==> config.mk <==
export PLATFORM = sky130hd
export DESIGN_NAME = add_acc_unit_flat
export DESIGN_NICKNAME = d
export VERILOG_FILES = /design/src/rtl/add_acc_if.sv /design/src/rtl/add_acc_unit.sv /design/src/flat_wrapper.sv
export SDC_FILE = /design/constraint.sdc
export NUM_CORES = 1
export LEC_CHECK = 0
export ABC_CLOCK_PERIOD_IN_PS = 2800
export CORE_UTILIZATION = 45
export CTS_CLUSTER_SIZE = 16
export DETAILED_ROUTE_END_ITERATION = 6
export GPL_ROUTABILITY_DRIVEN = 0
export PLACE_DENSITY = 0.8
export SYNTH_ARGS = -nofsm -noshare
export SYNTH_HDL_FRONTEND = slang
export SYNTH_SLANG_ARGS = --single-unit
==> constraint.sdc <==
create_clock -name clk -period 2.8 [get_ports clk]
set_input_delay 0.28 -clock clk [delete_from_list [all_inputs] [get_ports clk]]
set_output_delay 0.28 -clock clk [all_outputs]
set_load 0.02 [all_outputs]
==> src/rtl/add_acc_if.sv <==
// Operand/result stream bundle for add_acc_unit: operand beats in, registered results out.
interface add_acc_if #(
  parameter int WIDTH = 4,
  parameter int ACC_W = 8,
  parameter int CNT_W = 4
);
  logic             in_valid;
  logic             in_ready;
  logic [WIDTH-1:0] in_a;
  logic [WIDTH-1:0] in_b;
  logic [1:0]       in_mode;
  logic             in_last;
  logic             out_valid;
  logic             out_ready;
  logic [ACC_W-1:0] out_y;
  logic             out_ovf;
  logic [CNT_W-1:0] out_beats;

  modport master (
    output in_valid, in_a, in_b, in_mode, in_last, out_ready,
    input  in_ready, out_valid, out_y, out_ovf, out_beats
  );

  modport slave (
    input  in_valid, in_a, in_b, in_mode, in_last, out_ready,
    output in_ready, out_valid, out_y, out_ovf, out_beats
  );
endinterface

==> src/rtl/add_acc_unit.sv <==
// Streaming add / subtract / multi-beat accumulate unit with a registered
// valid/ready result stage. The accumulator is held in IDLE/ACCUM states.
module add_acc_unit #(
  parameter int WIDTH = 4,
  parameter int ACC_W = 8,
  parameter int CNT_W = 4
) (
  input  logic     clk,
  input  logic     rst,
  add_acc_if.slave bus
);

  typedef enum logic {IDLE, ACCUM} state_t;

  localparam logic [1:0] MODE_ADD = 2'b00;
  localparam logic [1:0] MODE_SUB = 2'b01;
  localparam logic [1:0] MODE_ACC = 2'b10;

  state_t           state_q, state_d;
  logic [ACC_W-1:0] acc_q, acc_d;
  logic [CNT_W-1:0] cnt_q, cnt_d;
  logic             sticky_q, sticky_d;
  logic             vld_q, vld_d;
  logic [ACC_W-1:0] y_q, y_d;
  logic             ovf_q, ovf_d;
  logic [CNT_W-1:0] beats_q, beats_d;

  logic             accept;
  logic [ACC_W-1:0] pair_sum;
  logic [ACC_W:0]   acc_sum;
  logic [CNT_W-1:0] cnt_inc;

  function automatic logic [CNT_W-1:0] sat_inc(input logic [CNT_W-1:0] v);
    return (&v) ? v : v + CNT_W'(1);
  endfunction

  // Two's-complement difference of unsigned operands, wrapped to ACC_W bits.
  function automatic logic [ACC_W-1:0] sub_wrap(input logic [WIDTH-1:0] a,
                                                input logic [WIDTH-1:0] b);
    logic signed [ACC_W:0] diff;
    diff = $signed({1'b0, ACC_W'(a)}) - $signed({1'b0, ACC_W'(b)});
    return diff[ACC_W-1:0];
  endfunction

  assign bus.in_ready  = !vld_q || bus.out_ready;
  assign bus.out_valid = vld_q;
  assign bus.out_y     = y_q;
  assign bus.out_ovf   = ovf_q;
  assign bus.out_beats = beats_q;

  assign accept   = bus.in_valid && bus.in_ready;
  assign pair_sum = ACC_W'(bus.in_a) + ACC_W'(bus.in_b);
  // One extra bit is enough: acc + a + b < 2^(ACC_W+1) because ACC_W >= WIDTH+1.
  assign acc_sum  = {1'b0, acc_q} + (ACC_W+1)'(bus.in_a) + (ACC_W+1)'(bus.in_b);
  assign cnt_inc  = sat_inc(cnt_q);

  always_comb begin
    state_d  = state_q;
    acc_d    = acc_q;
    cnt_d    = cnt_q;
    sticky_d = sticky_q;
    vld_d    = vld_q && !bus.out_ready;
    y_d      = y_q;
    ovf_d    = ovf_q;
    beats_d  = beats_q;
    if (accept) begin
      unique case (state_q)
        IDLE: begin
          unique case (bus.in_mode)
            MODE_ADD: begin
              y_d     = pair_sum;
              ovf_d   = 1'b0;
              beats_d = CNT_W'(1);
              vld_d   = 1'b1;
            end
            MODE_SUB: begin
              y_d     = sub_wrap(bus.in_a, bus.in_b);
              ovf_d   = (bus.in_a < bus.in_b);
              beats_d = CNT_W'(1);
              vld_d   = 1'b1;
            end
            MODE_ACC: begin
              acc_d    = pair_sum;
              cnt_d    = CNT_W'(1);
              sticky_d = 1'b0;
              if (bus.in_last) begin
                y_d     = pair_sum;
                ovf_d   = 1'b0;
                beats_d = CNT_W'(1);
                vld_d   = 1'b1;
              end else begin
                state_d = ACCUM;
              end
            end
            default: ;
          endcase
        end
        ACCUM: begin
          acc_d    = acc_sum[ACC_W-1:0];
          sticky_d = sticky_q | acc_sum[ACC_W];
          cnt_d    = cnt_inc;
          if (bus.in_last) begin
            y_d     = acc_sum[ACC_W-1:0];
            ovf_d   = sticky_q | acc_sum[ACC_W];
            beats_d = cnt_inc;
            vld_d   = 1'b1;
            state_d = IDLE;
          end
        end
        default: state_d = IDLE;
      endcase
    end
  end

  always_ff @(posedge clk or posedge rst) begin
    if (rst) begin
      state_q  <= IDLE;
      acc_q    <= '0;
      cnt_q    <= '0;
      sticky_q <= 1'b0;
      vld_q    <= 1'b0;
      y_q      <= '0;
      ovf_q    <= 1'b0;
      beats_q  <= '0;
    end else begin
      state_q  <= state_d;
      acc_q    <= acc_d;
      cnt_q    <= cnt_d;
      sticky_q <= sticky_d;
      vld_q    <= vld_d;
      y_q      <= y_d;
      ovf_q    <= ovf_d;
      beats_q  <= beats_d;
    end
  end

endmodule

==> src/flat_wrapper.sv <==
// flat-port wrapper written by rule: the top's interface ports become plain ports
module add_acc_unit_flat 
#(
  parameter int WIDTH = 4,
  parameter int ACC_W = 8,
  parameter int CNT_W = 4
)
  (clk, rst, bus_in_valid, bus_in_a, bus_in_b, bus_in_mode, bus_in_last, bus_out_ready, bus_in_ready, bus_out_valid, bus_out_y, bus_out_ovf, bus_out_beats);
  add_acc_if #(.WIDTH(WIDTH), .ACC_W(ACC_W), .CNT_W(CNT_W)) bus_i ();
  input  logic clk;
  input  logic rst;
  input wire logic [$bits(bus_i.in_valid)-1:0] bus_in_valid;
  input wire logic [$bits(bus_i.in_a)-1:0] bus_in_a;
  input wire logic [$bits(bus_i.in_b)-1:0] bus_in_b;
  input wire logic [$bits(bus_i.in_mode)-1:0] bus_in_mode;
  input wire logic [$bits(bus_i.in_last)-1:0] bus_in_last;
  input wire logic [$bits(bus_i.out_ready)-1:0] bus_out_ready;
  output wire logic [$bits(bus_i.in_ready)-1:0] bus_in_ready;
  output wire logic [$bits(bus_i.out_valid)-1:0] bus_out_valid;
  output wire logic [$bits(bus_i.out_y)-1:0] bus_out_y;
  output wire logic [$bits(bus_i.out_ovf)-1:0] bus_out_ovf;
  output wire logic [$bits(bus_i.out_beats)-1:0] bus_out_beats;
  assign bus_i.in_valid = bus_in_valid;
  assign bus_i.in_a = bus_in_a;
  assign bus_i.in_b = bus_in_b;
  assign bus_i.in_mode = bus_in_mode;
  assign bus_i.in_last = bus_in_last;
  assign bus_i.out_ready = bus_out_ready;
  assign bus_in_ready = bus_i.in_ready;
  assign bus_out_valid = bus_i.out_valid;
  assign bus_out_y = bus_i.out_y;
  assign bus_out_ovf = bus_i.out_ovf;
  assign bus_out_beats = bus_i.out_beats;
  add_acc_unit #(.WIDTH(WIDTH), .ACC_W(ACC_W), .CNT_W(CNT_W)) u_core (.clk(clk), .rst(rst), .bus(bus_i));
endmodule
==> summary.md <==
| Metric | Value |
|---|---|
| Layout cells sized above 1 | 10.2% |
| # DRC | 0 |
| Pleak | 1.08 nW |
| CP Max Fanout | 3 |
| Clock Skews | 0.00914 ns |
| TritonCTS clock tree | built |
| Sequential cell area fraction in the yosys report | 36.2% |
| Power density over the cells | 762 mW/mm^2 |
| Met1 GRT Util | 26.6% |
| Die width | ~68 um |
| CORE AREA | 0.00406 mm^2 |
| Status | completed |
| Slew Limit Fails | 0 |
| Fmax | 385 MHz |
| Crit path time final | 2.60 ns |
| Met2 Usage GRT | 36.5% |
| Synth Warn # | 0 |
| Area Overhead vs Synth | 21.6% |
| Worst-margin pin slew | 0.825 ns |
| All-layer global routing usage | about a fifth |
| Number of global-route vias before repair | 1598 |
| Post-synthesis cell type count | 42 |
| Initial DRC Count | 112 |
| Initial Utilization | 47.8% |
| Postcts setup bufs | 0 |
| Synth Flop Type | dfrtp_1 |
| Die H | 67.6 um |
| Via/cell ratio | 5.52 |
| Worst setup EP type | register |
| DP Wirelength | 3.30 mm |
| CP required | between 2 and 3 ns |
| Register area | 701 um^2 |
| GRT overflow | 0 |
| Placement Cell Area | 0.00230 mm^2 |
| Worst hold path class | in2async |
| Flops & latches, synth | 28 |
| PortBufs | 29 |
| Inserted Diodes | 0 |
| Syn Inst Count | 212 |
| Worst-case clock buffer depth | 2 |
| Setup TNS | 0 ns |
| CTS Hold Buffers Added | 0 |
| CTS buffer count | 3 |
| Crit start category | input pin |
| Drt pass-1 iters | 4 |
| Clk sinks | 28 |
| Synth Cell Area | approximately 0.0019 mm^2 |
| Worst EP arrival | 2.74 ns |
| Final Cell Area | 0.00236 mm^2 |
| H-tree depth | 1 |
| Die Area | between 0.004 and 0.005 mm^2 |
| Initial antenna violation count | 0 |
| Syn nets | 247 |
| Area of the multi-input gates | 0.00112 mm^2 |
| Global-route wire length before repair | about 7.2 mm |
| Most frequent cells in the layout | nand2_1, clkdlybuf4s50_1, dfrtp_1, nor2_1, o21ai_0 |
| # rows | 23 |
| Period utilization | 92.7% |
| Nets | 280 |
| Count of flip-flops with a built-in enable after synthesis | 0 |
| Count of final setup violators | 0 |
| CP Class | in2reg |
| Clk Latency, worst-skew pair | between 0.2 and 0.3 ns |
| Slew headroom | between 40% and 50% |
| CTS root buf | clkbuf_8 |
| Gates resized, CTS repair | 0 |
| Reg2reg setup slack | 0.34 ns |
| Asr flop ratio synth | 100% |
| Post-route antenna net violation count | 0 |
| Final WL | ~4.3 mm |
| # IOs | 30 |
| Final count of hold timing violations | 0 |
| Worst vdd ir | 0.390 mV |
| Vias | 1623 |
| Max cap viols | 0 |
| Avg WL per Cell | 14.6 um |
| Top Usage Layer GRT | met2 |
| FILL cells | 350 |
| Met3 usage | under 10% |
| Pin count of the biggest net entering global routing | 19 |
| Syn Area/Cell | 9.14 um^2 |
| Register clock-pin slew on the reported worst setup and hold paths | 0.10 ns |
| RSZ-0062 raised after global routing | false |
-- worst max-delay path, stage by stage --
cell and delay [ns]:
clkdlybuf4s50_1 0.48, inv_1 0.07, fa_1 0.43, inv_1 0.06, ha_1 0.18, inv_1 0.07, fa_1 0.39, nor2b_1 0.16
o21ai_0 0.13, and3_1 0.22, o21ai_0 0.16, a21oi_1 0.09
-- per-stage QoR --
step	total power [mW]	hold slack, ns	utilization, %	cells	worst slack [ns]
CTS	1.80	0.410	58.1	294	0.216
finish	1.80	0.381	58.1	294	0.203
floorplan	1.24	0.345	-	212	0.570
global placement	1.52	0.450	56.7	290	0.0176
global route	1.94	0.465	58.1	294	0.0608
detailed placement	1.55	0.457	56.7	290	-0.0584
-- metal layers --
metal | wire [um] | part of all wire [%] | vias to the layer above
met1 | 1990 | 46 | 780
met3 | 214 | 5.0 | 6
met2 | 2040 | 48 | 44
li1 | - | - | 793
met4 | 43 | 1.0 | 0
met5 | 0 | 0 | -
-- registers in the layout, indices dropped and copies added, names as in the netlist --
signal,count
u_core.cnt_q,4
u_core.bus.out_beats,4
u_core.state_q,1
u_core.sticky_q,1
u_core.bus.out_ovf,1
u_core.bus.out_y,8
u_core.acc_q,8
u_core.bus.out_valid,1
-- power by group --
group	switching, mW	internal, mW	total, mW
Combinational	0.477	0.421	0.898
Clock	0.126	0.126	0.252
Sequential	0.115	0.531	0.646
Total	0.718	1.08	1.80
-- synthesized netlist by cell type (all sizes together) (2+ instances only) --
cell / n / area (um^2)
a31oi: 7 / 43.8
o211ai: 2 / 15.0
o31ai: 3 / 22.5
inv: 15 / 56.3
a21oi: 16 / 91.3
clkbuf: 5 / 20.0
ha: 13 / 163
mux2i: 2 / 20.0
xnor2: 4 / 35.0
nor2b: 5 / 31.3
nor3b: 2 / 25.0
nand2b: 4 / 25.0
nand3: 3 / 15.0
o21ai: 18 / 90.1
nand2: 29 / 109
mux2: 3 / 33.8
fa: 7 / 140
xor2: 3 / 26.3
dfrtp: 28 / 701
buf: 5 / 37.5
and3: 4 / 25.0
o211a: 2 / 20.0
nor2: 16 / 60.1
nand3b: 3 / 22.5
-- layout make-up --
class | count | share of cell area [%]
tap | 50 | 2.66
multi-input combinational | 159 | 47.7
inverter | 15 | 2.39
timing repair buffer | 38 | 15.2
sequential | 28 | 29.7
clock buffer | 4 | 2.34
-- final timing paths --
kind                                                      from                                   to  cells past startpoint
max in group asynchronous                                  rst      u_core.bus.out_y[3]$_DFFE_PP0P_                      3
min in group clk           u_core.bus.out_beats[2]$_DFFE_PP0P_  u_core.bus.out_beats[2]$_DFFE_PP0P_                      2
setup reg to reg                   u_core.acc_q[1]$_DFFE_PP0P_      u_core.bus.out_y[5]$_DFFE_PP0P_                      9
hold reg to reg            u_core.bus.out_beats[2]$_DFFE_PP0P_  u_core.bus.out_beats[2]$_DFFE_PP0P_                      2
hold / removal                                             rst           u_core.state_q$_DFFE_PP0P_                      2
setup / recovery                                   bus_in_b[0]      u_core.bus.out_y[5]$_DFFE_PP0P_                     12
-- cells by family (layout without fill, tap and decap cells) --
logic type,after synthesis,count (layout),share of synthesized area (%)
compound gates,56,56,18.1
flops,28,28,36.2
xor+xnor,7,7,3.16
buf+inv,25,57,5.87
mux,5,5,2.78
simple gates,71,71,18.3
fa+ha+maj,20,20,15.6
No activity file was read; power rests on OpenSTA's default activity.
==> RTL change 1: new RTL, config.mk and constraints unchanged <==
Make the reset (`rst`) synchronous in one clocked block.
--- a/src/rtl/add_acc_unit.sv
+++ b/src/rtl/add_acc_unit.sv
@@ -112,7 +112,7 @@
     end
   end
 
-  always_ff @(posedge clk or posedge rst) begin
+  always_ff @(posedge clk) begin
     if (rst) begin
       state_q  <= IDLE;
       acc_q    <= '0;
Formal check against the unedited RTL: differs if rst is asserted again (counterexample within 4 cycles, from zero or initial values and one cycle with rst high); with rst held inactive, the same outputs for 4 cycles.
==> RTL change 1 against the original RTL <==
Area after synthesis decreased by 1.0%. Critical path type unchanged. Setup slack improved by 0.019 ns. Global-route usage fell by 1.5 points. Final area is 2.1% lower. Routed wire length fell by 6.0%. Clock skew fell by 0.0062 ns. Count of clock-buffer cells in the layout down 1. Sequential cell count stayed put.
Power is not compared: it rests on default switching activity, and its combinational part moved more than twofold at a synthesized area within 25%.
==> RTL change 1: results (changes against the original RTL) <==
cts-root-buf: "clkbuf_8"
route.top_layer_used: "met4"
vias: 1623  # unchanged
final_cells: 299  # +1.7%
status: "finished, final reports clean"
n_antenna_cell: 0  # unchanged
wl_met2_um: 1946  # -4.6%
hold_start: "u_core.acc_q[0]$_SDFFE_PP0P_"
critPathSlowestCell: "fa_1"
synth_xor_area_frac: 0.02740  # -0.004236
post_cts_resized: 0  # unchanged
insertion_delay_ns: 0.27
seq_area_frac_synth: 0.2922  # -0.06929
yosys-top-cells-area: "dfxtp_1 (29%), ha_1 (8.5%), fa_1 (7.3%)"
dr_wl_met3_um: 126  # -41%
synth_fa_ha_area_frac: 0.1579  # +0.001631
drt-total-wl_um: 4025  # -6.0%
crit_path_start: "bus_in_b[1]"
met3_usage: 0.03716  # -0.008446
cts_setup_buffers: 0  # unchanged
track_usage: 0.1975  # -0.01483
syn_nets: 254  # +2.8%
first_global_vias: 1462  # -8.5%
ir_worst_vdd_mv: 0.3529
synth-async-reset-ratio: 0  # -1.000
drtIter0Drc: 76  # -32%
numCtsBuffers: 3  # unchanged
synth_compound_area_frac: 0.2003  # +0.01885
finalClockSkew_ns: 0.002906  # -0.006230 ns
synth_cell_types: 46  # +9.5%
hpwl_um: 3095  # -6.2%
grt_pass1_wl_um: 6831  # -4.7%
worstMarginPinSlew_ns: 0.7134  # -0.1115 ns
cp_max_fo: 3  # unchanged
synthTopCellsByCount: "dfxtp_1 (28), nor2_1 (22), nand2_1 (19)"
drive_gt1_frac: 0.1044  # +0.001959
use_met2: 0.3438  # -0.02135
ant_nets: 0  # unchanged
antenna_found_initial: 0  # unchanged
cpPeakStageDelay_ns: 0.56  # +0.08 ns
clkSlewWorstSetupHoldPaths_ns: 0.09
synth_warnings: 0  # unchanged
fin_nets: 286  # +2.1%
hold_path.class: "reg2reg"
placed_area_um2: 2265  # -1.6%
wl_met1_um: 1934  # -2.6%
synth_ff_type: "dfxtp_1"
synth_cells: 219  # +3.3%
synth_top_area_frac: 0.2922  # -0.06929
p_leak_nw: 0.9081
io_buffers: 29  # unchanged
cp.arrival_ns: 2.76  # +0.02 ns
grt_util_met1: 0.2541  # -0.01227
r2r-start: "u_core.acc_q[1]$_SDFFE_PP0P_"
synthMuxAreaShare: 0.04175  # +0.01399
path_delay_family: "adder cells"
RTL change 1: final cells by class:
| type | instances | area [um^2] |
|---|---|---|
| Fill cell | 377 | 1752 |
| Clock buffer | 3 | 41.29 |
| Timing Repair Buffer | 36 | 342.8 |
| Sequential cell | 28 | 560.5 |
| Inverter | 19 | 71.32 |
| Tap cell | 50 | 62.56 |
| Multi-Input combinational cell | 163 | 1227 |
RTL change 1: final timing paths:
path | to | depth (start not counted) | slack, ns
max | u_core.bus.out_y[5]$_SDFFE_PP0P_ | 10 | 0.22
max reg2reg | u_core.bus.out_y[5]$_SDFFE_PP0P_ | 9 | 0.39
min | u_core.acc_q[0]$_SDFFE_PP0P_ | 2 | 0.48
min reg2reg | u_core.acc_q[0]$_SDFFE_PP0P_ | 2 | 0.48
RTL change 1: through the flow:
stage | hold slack (ns) | setup WS, ns | total power [W]
floorplan | 0.3767 | 0.5715 | 0.0006372
global placement | 0.4451 | 0.01635 | 0.0007308
detailed placement | 0.4592 | -0.05847 | 0.0007370
CTS | 0.4732 | 0.2303 | 0.0009561
global route | 0.4968 | 0.06785 | 0.001002
finish | 0.4791 | 0.2228 | 0.0009497
RTL change 1: worst register-to-register path: cells and delay by family, from the launching register on:
| family | cells | cell delay (ns) |
|---|---|---|
| buf+inv | 1 | 0.06 |
| fa+ha+maj | 3 | 1.07 |
| flops | 1 | 0.35 |
| compound gates | 2 | 0.42 |
| simple gates | 3 | 0.43 |
RTL change 1: logic make-up after synthesis:
group,after synthesis
XOR/XNOR,6
AND/OR/NAND/NOR,77
flip-flops,28
AO/OA/AOI/OAI,52
buffers and inverters,28
adder cells (fa/ha/maj),20
multiplexers,8
RTL change 1: where the power goes:
part | internal (W) | switching (W)
clock | 0.0000967 | 0.000124
sequential | 0.000418 | 0.0000141
combinational | 0.000135 | 0.000162
==> RTL change 2: new RTL, same settings <==
Without the edit above. `CNT_W` is set to 4 in 3 places; all go to 5.
--- a/src/rtl/add_acc_if.sv
+++ b/src/rtl/add_acc_if.sv
@@ -2,7 +2,7 @@
 interface add_acc_if #(
   parameter int WIDTH = 4,
   parameter int ACC_W = 8,
-  parameter int CNT_W = 4
+  parameter int CNT_W = 5
 );
   logic             in_valid;
   logic             in_ready;
--- a/src/rtl/add_acc_unit.sv
+++ b/src/rtl/add_acc_unit.sv
@@ -3,7 +3,7 @@
 module add_acc_unit #(
   parameter int WIDTH = 4,
   parameter int ACC_W = 8,
-  parameter int CNT_W = 4
+  parameter int CNT_W = 5
 ) (
   input  logic     clk,
   input  logic     rst,
--- a/src/flat_wrapper.sv
+++ b/src/flat_wrapper.sv
@@ -3,7 +3,7 @@
 #(
   parameter int WIDTH = 4,
   parameter int ACC_W = 8,
-  parameter int CNT_W = 4
+  parameter int CNT_W = 5
 )
   (clk, rst, bus_in_valid, bus_in_a, bus_in_b, bus_in_mode, bus_in_last, bus_out_ready, bus_in_ready, bus_out_valid, bus_out_y, bus_out_ovf, bus_out_beats);
   add_acc_if #(.WIDTH(WIDTH), .ACC_W(ACC_W), .CNT_W(CNT_W)) bus_i ();
Interface: changed (resized bus_out_beats); port bits go from 30 to 31. The function was not compared with the original's and may differ.
==> RTL change 2 against the original RTL <==
Area after synthesis increased by 6.2%. Critical path type unchanged. Sequential cell count increased by 2. Total power increased by 15%. Count of clock-buffer cells in the layout increased by 2. Largest power group unchanged. Setup slack improved by 0.067 ns. Routed wire length increased by 2.1%. Final area increased by 8.7%. First-iteration DRC count decreased by 11%.
==> RTL change 2: results (changes against the original RTL) <==
r2r_end: "u_core.acc_q[7]$_DFFE_PP0P_"
yosys-top-cells-area: "dfrtp_1 (36%), ha_1 (7.9%), fa_1 (6.8%)"
p_leak_nw: 1.152  # +6.2%
drt-vias-per-instance: 5.419  # -1.8%
seq_area_frac_synth: 0.3647  # +0.003218
wl_per_cell_um: 14.10  # -3.2%
io_buffers: 30  # +3.4%
crit_path_start: "bus_in_b[1]"
status: "finished, final reports clean"
first_global_vias: 1619  # +1.3%
drtIter0Drc: 100  # -11%
synth_warnings: 0  # unchanged
synth_cell_types: 46  # +9.5%
hpwl_um: 3260  # -1.3%
cts_max_level: 2  # +1
syn_nets: 256  # +3.6%
worstMarginPinSlew_ns: 0.5404  # -0.2846 ns
ir_worst_vdd_mv: 0.3176  # -19%
r2r_slack_ns: 0.36  # +0.02 ns
synthTopCellsByCount: "dfrtp_1 (30), nand2_1 (23), o21ai_0 (20)"
cp.arrival_ns: 2.68  # -0.06 ns
track_usage: 0.1985  # -0.01384
syn_avg_cell_area_um2: 9.313  # +1.9%
vias: 1680  # +3.5%
placed_area_um2: 2449  # +6.4%
dp_cells: 303  # +4.5%
fin_nets: 293  # +4.6%
grt_pass1_wl_um: 7507  # +4.7%
finalClockSkew_ns: 0.005455  # -0.003682 ns
clock.fmax_ghz: 0.3954  # +2.7%
clkSlewWorstSetupHoldPaths_ns: 0.06  # -0.04 ns
numCtsBuffers: 5  # +2
dp_slack_ns: -0.06213  # -0.003760 ns
## RTL change 2: kinds of logic after synthesis
group                      Yosys count  synth area share
AOI/OAI and AO/OA                   54            0.1775
DFF                                 30            0.3647
buffers and inverters               28           0.05714
adders and majority gates           20            0.1471
muxes                               11           0.05653
xor gates and xnor gates             7           0.02979
and+or+nand+nor                     71            0.1672
## RTL change 2: layer usage
metal,share of wire,vias up,track usage
met3,0.038,6,0.05087
met4,0.016,0,0.07778
met5,0,-,0
met2,0.47,34,0.3182
li1,-,832,-
met1,0.48,808,0.2575
## RTL change 2: per-stage QoR
step / hold slack (ns) / utilization
CTS: 0.3878 / 0.5842
global route: 0.4133 / 0.5842
global placement: 0.4693 / 0.5585
finish: 0.3640 / 0.5842
detailed placement: 0.4994 / 0.5585
floorplan: 0.3708 / -
## RTL change 2: area by class of cell
| cell class | count | area, um^2 | share of cell area |
|---|---|---|---|
| multi-input cells | 163 | 1190 | 0.4646 |
| well taps | 52 | 65.06 | 0.02540 |
| flip-flops and latches | 30 | 750.7 | 0.2931 |
| clock buffers | 6 | 82.58 | 0.03224 |
| repair buffers | 40 | 375.4 | 0.1466 |
| inverters | 18 | 67.56 | 0.02638 |
| clock inverters | 1 | 30.03 | 0.01172 |
## RTL change 2: critical path, stage by stage
cell             delay [ns]
clkdlybuf4s50_1        0.45
fa_1                   0.55
ha_1                   0.17
inv_1                  0.06
fa_1                   0.38
nor2b_1                0.21
nor3_1                 0.09
o21a_1                 0.19
o21ai_0                0.21
o21ai_0                0.10
## RTL change 2: worst max path at each step
stage	to	cells after the start
after floorplan	u_core.bus.out_y[7]$_DFFE_PP0P_	9
after CTS	u_core.acc_q[7]$_DFFE_PP0P_	12
final	u_core.acc_q[7]$_DFFE_PP0P_	10
after global routing	u_core.acc_q[7]$_DFFE_PP0P_	12
after global placement	u_core.acc_q[7]$_DFFE_PP0P_	12
after detailed placement	u_core.acc_q[7]$_DFFE_PP0P_	10
## RTL change 2: where the power goes
part | switching [W] | internal [W]
Combinational | 0.000493 | 0.000446
Clock | 0.000170 | 0.000284
Sequential | 0.000108 | 0.000564
Total | 0.000771 | 0.00129
